**src/rtl/target_pkg.sv**
```systemverilog
// Shared types and LFSR tap constants for the target selector.
package target_pkg;

  typedef enum logic [1:0] {
    ST_IDLE,
    ST_DRAW,
    ST_DONE
  } sel_state_t;

  localparam logic [7:0]  TAPS8  = 8'hB8;
  localparam logic [15:0] TAPS16 = 16'hB400;
  localparam logic [31:0] TAPS32 = 32'h8020_0003;

  // Tap constant for a supported LFSR width, zero-extended to 32 bits.
  function automatic logic [31:0] taps_for(input int unsigned width);
    case (width)
      8:       return {24'h0, TAPS8};
      16:      return {16'h0, TAPS16};
      default: return TAPS32;
    endcase
  endfunction

endpackage

```
**src/rtl/target_selector_if.sv**
```systemverilog
// Request/response bundle between a draw requester and target_selector.
interface target_selector_if #(
  parameter int unsigned LFSR_WIDTH = 32,
  parameter int unsigned TW         = 4
);
  logic                  seed_load;
  logic [LFSR_WIDTH-1:0] seed;
  logic [31:0]           mix;
  logic                  req;
  logic                  busy;
  logic                  valid;
  logic [TW-1:0]         target;
  logic [LFSR_WIDTH-1:0] rand_raw;

  modport master (
    output seed_load, seed, mix, req,
    input  busy, valid, target, rand_raw
  );

  modport slave (
    input  seed_load, seed, mix, req,
    output busy, valid, target, rand_raw
  );
endinterface

```
**src/rtl/lfsr_core.sv**
```systemverilog
// Free-running Galois LFSR with a zero-safe parallel load.
module lfsr_core #(
  parameter int unsigned         WIDTH = 32,
  parameter logic [WIDTH-1:0]    TAPS  = '1
) (
  input  logic             clock,
  input  logic             resetn,
  input  logic             step,
  input  logic             load,
  input  logic [WIDTH-1:0] load_val,
  output logic [WIDTH-1:0] state,
  output logic [WIDTH-1:0] next_val
);

  // Right-shifting Galois step: taps are applied when the bit shifted out is 1.
  always_comb begin
    next_val = {1'b0, state[WIDTH-1:1]} ^ (state[0] ? TAPS : '0);
  end

  // State register; an all-zero load would lock the LFSR, so it becomes 1.
  always_ff @(posedge clock or negedge resetn) begin
    if (!resetn) begin
      state <= WIDTH'(1);
    end else if (load) begin
      state <= (load_val == '0) ? WIDTH'(1) : load_val;
    end else if (step) begin
      state <= next_val;
    end
  end

endmodule

```
**src/rtl/target_selector.sv**
```systemverilog
// Draws a pseudo-random target index in 0..NUM_TARGETS-1 with rejection sampling,
// an optional no-immediate-repeat rule and a deterministic fallback.
module target_selector
  import target_pkg::*;
#(
  parameter int unsigned LFSR_WIDTH  = 32,
  parameter int unsigned NUM_TARGETS = 10,
  parameter int unsigned NO_REPEAT   = 1,
  parameter int unsigned MAX_TRIES   = 16
) (
  input  logic        clock,
  input  logic        resetn,
  target_selector_if.slave bus
);

  localparam int unsigned TW    = ($clog2(NUM_TARGETS) > 1) ? $clog2(NUM_TARGETS) : 1;
  localparam int unsigned TRY_W = ($clog2(MAX_TRIES) > 1) ? $clog2(MAX_TRIES) : 1;
  localparam logic [TW:0]           NT       = (TW+1)'(NUM_TARGETS);
  localparam logic [TRY_W-1:0]      LAST_TRY = TRY_W'(MAX_TRIES - 1);
  localparam logic [LFSR_WIDTH-1:0] TAPS     = LFSR_WIDTH'(taps_for(LFSR_WIDTH));

  sel_state_t            state;
  logic [TRY_W-1:0]      tries;
  logic [TW-1:0]         last;
  logic [TW-1:0]         target_q;
  logic                  have_last;
  logic                  valid_q;
  logic                  busy_q;

  logic                  lfsr_load;
  logic [LFSR_WIDTH-1:0] lfsr_load_val;
  logic [LFSR_WIDTH-1:0] lfsr_q;
  logic [LFSR_WIDTH-1:0] lfsr_next;

  logic [TW-1:0]         cand;
  logic                  cand_ok;
  logic [TW:0]           last_inc;
  logic [TW:0]           last_wrap;
  logic [TW-1:0]         fallback;

  // Seed load and accepted requests both replace the LFSR; seed has priority.
  always_comb begin
    lfsr_load     = bus.seed_load || ((state == ST_IDLE) && bus.req);
    lfsr_load_val = bus.seed_load ? bus.seed : (lfsr_next ^ bus.mix[LFSR_WIDTH-1:0]);
  end

  lfsr_core #(
    .WIDTH (LFSR_WIDTH),
    .TAPS  (TAPS)
  ) u_lfsr (
    .clock    (clock),
    .resetn   (resetn),
    .step     (1'b1),
    .load     (lfsr_load),
    .load_val (lfsr_load_val),
    .state    (lfsr_q),
    .next_val (lfsr_next)
  );

  // Candidate acceptance and the wrap-around fallback (compare-and-subtract).
  always_comb begin
    cand      = lfsr_q[TW-1:0];
    cand_ok   = ({1'b0, cand} < NT) &&
                !((NO_REPEAT != 0) && have_last && (cand == last));
    last_inc  = {1'b0, last} + 1'b1;
    last_wrap = (last_inc >= NT) ? (last_inc - NT) : last_inc;
    fallback  = have_last ? last_wrap[TW-1:0] : '0;
  end

  // Draw controller with registered busy/valid/target.
  always_ff @(posedge clock or negedge resetn) begin
    if (!resetn) begin
      state     <= ST_IDLE;
      tries     <= '0;
      target_q  <= '0;
      last      <= '0;
      have_last <= 1'b0;
      valid_q   <= 1'b0;
      busy_q    <= 1'b0;
    end else if (bus.seed_load) begin
      state   <= ST_IDLE;
      tries   <= '0;
      valid_q <= 1'b0;
      busy_q  <= 1'b0;
    end else begin
      case (state)
        ST_IDLE: begin
          valid_q <= 1'b0;
          if (bus.req) begin
            tries  <= '0;
            busy_q <= 1'b1;
            state  <= ST_DRAW;
          end
        end
        ST_DRAW: begin
          if (cand_ok) begin
            target_q  <= cand;
            last      <= cand;
            have_last <= 1'b1;
            valid_q   <= 1'b1;
            state     <= ST_DONE;
          end else if (tries == LAST_TRY) begin
            target_q  <= fallback;
            last      <= fallback;
            have_last <= 1'b1;
            valid_q   <= 1'b1;
            state     <= ST_DONE;
          end else begin
            tries <= tries + 1'b1;
          end
        end
        ST_DONE: begin
          valid_q <= 1'b0;
          busy_q  <= 1'b0;
          state   <= ST_IDLE;
        end
        default: begin
          valid_q <= 1'b0;
          busy_q  <= 1'b0;
          state   <= ST_IDLE;
        end
      endcase
    end
  end

  assign bus.busy     = busy_q;
  assign bus.valid    = valid_q;
  assign bus.target   = target_q;
  assign bus.rand_raw = lfsr_q;

endmodule

```
**src/flat_wrapper.sv**
```systemverilog
// flat-port wrapper written by rule: the top's interface ports become plain ports
module target_selector_flat import target_pkg::*;
#(
  parameter int unsigned LFSR_WIDTH  = 32,
  parameter int unsigned NUM_TARGETS = 10,
  parameter int unsigned NO_REPEAT   = 1,
  parameter int unsigned MAX_TRIES   = 16
)
  (clock, resetn, bus_seed_load, bus_seed, bus_mix, bus_req, bus_busy, bus_valid, bus_target, bus_rand_raw);
  target_selector_if #(.LFSR_WIDTH(LFSR_WIDTH), .TW(4)) bus_i ();
  input  logic clock;
  input  logic resetn;
  input wire logic [$bits(bus_i.seed_load)-1:0] bus_seed_load;
  input wire logic [$bits(bus_i.seed)-1:0] bus_seed;
  input wire logic [$bits(bus_i.mix)-1:0] bus_mix;
  input wire logic [$bits(bus_i.req)-1:0] bus_req;
  output wire logic [$bits(bus_i.busy)-1:0] bus_busy;
  output wire logic [$bits(bus_i.valid)-1:0] bus_valid;
  output wire logic [$bits(bus_i.target)-1:0] bus_target;
  output wire logic [$bits(bus_i.rand_raw)-1:0] bus_rand_raw;
  assign bus_i.seed_load = bus_seed_load;
  assign bus_i.seed = bus_seed;
  assign bus_i.mix = bus_mix;
  assign bus_i.req = bus_req;
  assign bus_busy = bus_i.busy;
  assign bus_valid = bus_i.valid;
  assign bus_target = bus_i.target;
  assign bus_rand_raw = bus_i.rand_raw;
  target_selector #(.LFSR_WIDTH(LFSR_WIDTH), .NUM_TARGETS(NUM_TARGETS), .NO_REPEAT(NO_REPEAT), .MAX_TRIES(MAX_TRIES)) u_core (.clock(clock), .resetn(resetn), .bus(bus_i));
endmodule
```
**config.mk**
```make
export PLATFORM = sky130hd
export DESIGN_NAME = target_selector_flat
export DESIGN_NICKNAME = d
export VERILOG_FILES = /design/src/rtl/target_pkg.sv /design/src/rtl/target_selector_if.sv /design/src/rtl/lfsr_core.sv /design/src/rtl/target_selector.sv /design/src/flat_wrapper.sv
export SDC_FILE = /design/constraint.sdc
export NUM_CORES = 1
export LEC_CHECK = 0
export ABC_AREA = 1
export CORE_ASPECT_RATIO = 1.75
export CORE_MARGIN = 3
export CORE_UTILIZATION = 47
export CTS_CLUSTER_DIAMETER = 200
export CTS_CLUSTER_SIZE = 25
export DETAILED_ROUTE_END_ITERATION = 10
export GPL_TIMING_DRIVEN = 0
export MAX_ROUTING_LAYER = met4
export PLACE_DENSITY = 0.87
export SYNTH_ARGS = -nofsm -noshare
export SYNTH_HDL_FRONTEND = slang
export SYNTH_HIERARCHICAL = 1
export SYNTH_SLANG_ARGS = --single-unit
export TNS_END_PERCENT = 30
```
**constraint.sdc**
```tcl
create_clock -name clock -period 1.78 [get_ports clock]
set_input_delay 0.356 -clock clock [delete_from_list [all_inputs] [get_ports clock]]
set_output_delay 0.356 -clock clock [all_outputs]
set_load 0.005 [all_outputs]
```
# After elaboration in Yosys (flattened, before gate mapping)
# Index checks and enable logic that the tools add are counted.
op_classes:
  add_sub_neg: 3
  magnitude_cmp: 2
  eq_ne: 8
  mux: 25
  bitwise: 3
  n_reduce_logical: 13
ops:
  columns: ["operator", "count"]
  rows:
  - ["$mux 32", 4]
  - ["$logic_not 32->1", 1]
  - ["$mux 4", 8]
  - ["$xor 31x32->32", 1]
  - ["$xor 32x32->32", 1]
  - ["$ne 3x3->1 const B", 3]
  - ["$mux 2", 4]
  - ["$pmux 4 s2", 1]
  - ["$mux 1", 6]
  - ["$add 4x1->5 const B", 1]
  - ["$ge 5x4->1 const B", 1]
  - ["$add 4x1->4 const B", 1]
  - ["$eq 4x4->1", 1]
  - ["$eq 4x4->1 const B", 1]
  - ["$lt 4x4->1 const B", 1]
  - ["$ne 4x2->1 const B", 1]
  - ["$pmux 2 s2", 1]
  - ["$reduce_and 2->1", 2]
  - ["$reduce_and 4->1", 1]
  - ["$sub 4x4->4 const B", 1]
  - ["$logic_and 1x1->1", 3]
  - ["$reduce_and 3->1", 1]
  - ["$reduce_bool 3->1", 1]
  - ["$eq 2x1->1 const B", 1]
  - ["other kinds (7)", 7]
totals:
  register_bits: 45
  inputBits: 68
  out_inout_bits: 38
  wordCells: 61

# Logic depth before layout (Yosys ltp)
depth:
  depth_word: 7
  mapped_depth: 13

# Cells and area by module
# Netlist, hierarchy kept.
by_module_without_submodules:
  columns: ["module", "instances", "cells_each", "area_per_inst_um2", "seq_area_each_um2"]
  rows:
  - ["lfsr_core", 1, 242, 1851.8, 802.0]
  - ["target_selector", 1, 233, 1467.7, 325.3]

# Least setup slack after synthesis
# OpenSTA, ideal clock, no wires.
synth_timing:
  kind: "flip-flop to flip-flop"
  startpoint: "register u_core.u_lfsr.state[0]"
  endpoint: "register u_core.have_last"
  setup_time_ps: 124
  arrival_ps: 1516
  t_required_ps: 1656
  setup_slack_ps: 140
  path_stages_with_launch: 12
  period_less_slack_ps: 1640
  path_cell_list: "dfstp_2 buf_4 inv_1 nand2_1 nand2_1 nor2_1 nand3_2 nand2_2 nand2_4 nand2_4 inv_2 or2_1"
synth_via:
  elab_chain_len: 6
  word_cells_on_any_way: 8
  cone_classes: "1 x order compare; 1 x eq/ne; 1 x mux; 5 x reduce/logical"
synth_rtl:
  columns: ["element", "line_no", "text"]
  rows:
  - ["from (decl)", "lfsr_core.sv:11", "output logic [WIDTH-1:0] state,"]
  - ["from (signal assigned)", "lfsr_core.sv:25", "state <= (load_val == '0) ? WIDTH'(1) : load_val;"]
  - ["from (signal assigned)", "lfsr_core.sv:27", "state <= next_val;"]
  - ["parallel branches: the longest is 3 deep, another holds $lt 4x4->1", null, null]
  - ["$logic_and 1x1->1 *", "target_selector.sv:63", "cand_ok = ({1'b0, cand} < NT) &&"]
  - ["$reduce_bool 2->1 (no source line)", null, null]
  - ["$reduce_and 3->1 (no source line)", null, null]
  - ["to (signal assigned)", "target_selector.sv:77", "have_last <= 1'b0;"]
  - ["to (signal assigned)", "target_selector.sv:99", "have_last <= 1'b1;"]
  - ["to (signal assigned)", "target_selector.sv:105", "have_last <= 1'b1;"]
  - ["to (decl)", "target_selector.sv:26", "logic have_last;"]
# Every way passes the cells marked *.
# A chain may end at the register's enable or synchronous reset.

# Worst setup path after layout
layout_timing:
  startpoint: "register u_core.u_lfsr.state[0]"
  endpoint: "register u_core.u_lfsr.state[0]"
layout_via:
  elab_chain_len: 7
layout_rtl:
  columns: ["element", "line_no", "text"]
  rows:
  - ["$mux 32", "lfsr_core.sv:17", "next_val = {1'b0, state[WIDTH-1:1]} ^ (state[0] ? TAPS : '0);"]
  - ["$xor 31x32->32", "lfsr_core.sv:17", null]
  - ["named net u_core.lfsr_next[21]", "target_selector.sv:33", "logic [LFSR_WIDTH-1:0] lfsr_next;"]
  - ["$xor 32x32->32", "target_selector.sv:44", "lfsr_load_val = bus.seed_load ? bus.seed : (lfsr_next ^ bus.mix[LFSR_WIDTH-1:0]);"]
  - ["$mux 32", "target_selector.sv:44", null]
  - ["named net u_core.lfsr_load_val[21]", "target_selector.sv:31", "logic [LFSR_WIDTH-1:0] lfsr_load_val;"]
  - ["$logic_not 32->1", "lfsr_core.sv:25", null]
  - ["$mux 32", "lfsr_core.sv:25", null]
  - ["$mux 32", "lfsr_core.sv:24", "end else if (load) begin"]
# The timed path passes the listed nets, and every way through them passes these cells.

==> summary.md <==
| Metric | Value |
|---|---|
| Status | `complete, but fails checks` |
| Failing checks | `negative hold slack, negative setup slack` |
| Share of power burned in registers | `29.9%` |
| Clock power share | `18.0%` |
| Ports | `106` |
| Series of cell instances along the critical path | `xor2_1 > xnor2_1 > o21ai_0 > nor2_1 > nand2_1 > nor2_1 > nand2_1 > o21ai_1 > nand2_1 > nand2_1` |
| Global-route wire length before repair | `15900 um` |
| Vias in the first global route | `3551` |
| TNS Setup | `-0.00529 ns` |
| Starting density of the core | `49.7%` |
| Overall die width | `69.5 um` |
| Net count, final | `672` |
| Final weighted congestion in routability-driven placement | `0.910` |
| Yosys cell types | `30` |
| Post-Synthesis Cell Area | `0.00332 mm^2` |
| Worst path required time | `2.01 ns` |
| DR vias | `3727` |
| Number of DRC markers after the initial detailed-route iteration | `307` |
| All-Layer GR Usage | `24.9%` |
| Flip-flop cell with the highest count after synthesis | `sky130_fd_sc_hd__dfrtp_1` |
| Leakage | `2.20 nW` |
| Maximum fanout along the worst path | `4` |
| Crit end category | `flip-flop` |
| Inserted Clock Buffers | `5` |
| Unrepaired setup endpoints after global routing | `true` |
| Post-Route Hold Slack | `-0.00358 ns` |
| Area of the die | `0.00815 mm^2` |
| Final Routed Wirelength | `10300 um` |
| Slowest stage cell, crit path | `sky130_fd_sc_hd__dfstp_2` |
| Count of fill cells added during filler insertion | `502` |
| Worst slack, placed | `-0.799 ns` |
| Pint | `0.00340 W` |
| Actual transition at the worst max-transition pin | `0.517 ns` |
| Mean routed wirelength per cell | `15.1 um` |
| Proportion of power drawn by combinational gates | `52.1%` |
| CP most frequent cell | `sky130_fd_sc_hd__nand2_1` |
| Worst path setup slack after routing | `-0.00529 ns` |
| Tcrit/Tclk final | `100%` |
| Kind of path behind the tightest hold check | `input port to async pin` |
| Relative slew margins | `65.2%` |
| Total buffers and inverters traversed by the critical path | `0` |
| HPWL reported at the end of detailed placement | `7440 um` |
| Post-Syn Area per Cell | `6.99 um^2` |
| Core Area | `0.00669 mm^2` |
| Proportion of synthesized chip area in sequential cells | `34.0%` |
| CTS tree | `yes` |
| Number of buffers between clock root and the deepest sink | `2` |
| Sink count of the clock tree | `45` |
| Clock latency at the later pin of the worst-skew pair | `0.28 ns` |
| Dpl cells | `664` |
| Arrival @ worst endpoint | `2.02 ns` |
| Slew Limit Fails | `0` |
| Mapped Cells | `475` |
| Time the worst path needs with I/O delays and setup | `1.79 ns` |
| Number of buffers inserted for hold repair after clock tree synthesis | `0` |
| Upper clock frequency limit | `560 MHz` |
| Initial antenna violation count | `0` |
| Yosys warnings | `6` |
| Critical Path Start Type | `flip-flop` |
| Input/output buffers | `105` |
| Cell family with most CP delay | `flip-flops` |
| Total setup violations reported at the end of the flow | `1` |
| Number of standard cells in the final layout excluding fillers | `683` |
| Pwr per Cell Area | `1120 mW/mm^2` |
| Avg Vias per Cell | `5.46` |
| Final Hold Viols | `6` |
| Clock transition at the register clock pins on the worst setup and hold paths after CTS | `0.06 ns` |
| Fraction of final layout cells with drive strength greater than 1 | `17.3%` |
| # Max-Cap Violations | `0` |
| Post-route DRC violation count | `0` |
| Placement Rows | `39` |
| Maximum number of pins on one net before global-route repair | `30` |
| Antenna diode count | `0` |
| Total global routing overflow | `0` |
| Final setup skew | `0.00387 ns` |
| Switching fraction of total power | `37.4%` |
| Worst setup path class | `flip-flop to flip-flop` |
| CP peak stage delay | `0.60 ns` |
| Highest-count cells in the layout ignoring fill and taps | `113 x sky130_fd_sc_hd__nand2_1, 102 x sky130_fd_sc_hd__clkdlybuf4s50_1, 59 x sky130_fd_sc_hd__nor2_1` |
| Highest ir drop seen on vdd | `0.738 mV` |
| Net switching power | `0.00204 W` |
| Flip-flop and latch count after synthesis | `45` |
| Root cell of the clock tree | `sky130_fd_sc_hd__clkbuf_16` |
| Chip height | `117 um` |
| Proportion of register bits with asynchronous set or reset after synthesis | `100%` |
| H-tree levels | `2` |
| Count of antenna-violating nets left after detailed routing | `0` |
| Layout Area Growth over Synthesis | `46.4%` |
| Count of flip-flops with a built-in enable after synthesis | `0` |
| Iteration count of the initial detailed-routing pass | `7` |
| Most frequent standard cell in the layout excluding fill and tap cells | `sky130_fd_sc_hd__nand2_1` |
-- power by group through the flow --
stage | Clock, W | Sequential (W) | Combinational [W]
finish | 0.000980 | 0.00163 | 0.00283
global route | 0.00102 | 0.00167 | 0.00309
CTS | 0.000976 | 0.00162 | 0.00250
detailed placement | 0 | 0.00163 | 0.00240
global placement | 0 | 0.00162 | 0.00233
floorplan | 0 | 0.00154 | 0.00150
-- cell families (layout without fill, tap and decap cells) --
kind of cell	count (synthesis)	in the layout	synth area share (%)
compound gates	105	105	16.1
other cells	1	2	0.113
flops	45	45	34.0
buf+inv	75	200	12.9
fa+ha+maj	4	4	1.51
simple gates	209	209	26.0
xor+xnor	36	36	9.50
-- worst paths after layout --
check,from,end,slack [ns],depth (start not counted)
worst max register to register,u_core/u_lfsr/state[0],u_core/u_lfsr/state[0],-0.005,10
worst min-delay path,resetn,u_core/u_lfsr/state[27],-0.004,1
worst min register to register,u_core/have_last,u_core/have_last,0.50,1
min in group clock,u_core/have_last,u_core/have_last,0.50,1
max in group asynchronous,resetn,u_core/u_lfsr/state[0],1.21,2
worst max-delay path,u_core/u_lfsr/state[0],u_core/u_lfsr/state[0],-0.005,10
-- timing repair --
item                       in CTS  in global routing
setup buffers                   3                  9
setup endpoints to repair      40                 10
pin swaps                       1                  7
resized for setup              24                 30
-- registers in the layout (all words and copies together), names as in the netlist --
name	flops
u_core/u_lfsr/state	32
u_core/bus.target	4
u_core/tries	4
u_core/state	2
u_core/bus.busy	1
u_core/bus.valid	1
u_core/have_last	1
-- synth_stat cells (2+ instances only) --
cell                       number  area (um^2)
sky130_fd_sc_hd__nand2_1      120          450
sky130_fd_sc_hd__o21ai_0       66          330
sky130_fd_sc_hd__nor2_1        62          233
sky130_fd_sc_hd__dfrtp_1       44         1100
sky130_fd_sc_hd__xnor2_1       34          298
sky130_fd_sc_hd__buf_4         32          240
sky130_fd_sc_hd__a21oi_1       28          140
sky130_fd_sc_hd__inv_1         20         75.1
sky130_fd_sc_hd__nand3_1       12         60.1
sky130_fd_sc_hd__clkbuf_1       7         26.3
sky130_fd_sc_hd__o21ai_1        7         35.0
sky130_fd_sc_hd__buf_2          6         30.0
sky130_fd_sc_hd__inv_2          5         18.8
sky130_fd_sc_hd__ha_1           4         50.1
sky130_fd_sc_hd__nand4_1        4         25.0
sky130_fd_sc_hd__clkbuf_2       3         15.0
sky130_fd_sc_hd__a22oi_1        2         15.0
sky130_fd_sc_hd__a31oi_1        2         12.5
sky130_fd_sc_hd__buf_6          2         22.5
sky130_fd_sc_hd__nand2_2        2         12.5
sky130_fd_sc_hd__nand2_4        2         22.5
sky130_fd_sc_hd__nor3_1         2         10.0
sky130_fd_sc_hd__xor2_1         2         17.5
-- metal layers --
metal / GRT usage (%) / share of wire (%) / up-vias
met5: - / 0 / -
met4: 10.6 / 2.7 / 0
met3: 4.02 / 5.4 / 32
met2: 49.7 / 58 / 183
met1: 23.1 / 34 / 1765
li1: - / - / 1747
-- stage by stage --
stage | utilization, % | hold slack [ns] | power, W | cell area (um^2)
after floorplan | - | 0.0604 | 0.00304 | 3320
after global placement | 67.0 | 0.478 | 0.00395 | 4480
after detailed placement | 67.2 | 0.309 | 0.00403 | 4490
after CTS | 70.6 | 0.00626 | 0.00509 | 4720
after global routing | 72.7 | 0.0211 | 0.00577 | 4860
final | 72.7 | -0.00358 | 0.00544 | 4860
-- area by class of cell --
type	count	area [um^2]	share of cell area [%]
Inverter	25	98.8	2.03
Buffer	49	360	7.41
Multi-Input combinational cell	356	1850	38.0
Sequential cell	45	1130	23.3
Tap cell	82	103	2.11
Timing Repair Buffer	118	1160	23.9
Clock buffer	7	153	3.14
Clock inverter	1	5.00	0.103
(Power assumes the default switching activity.)
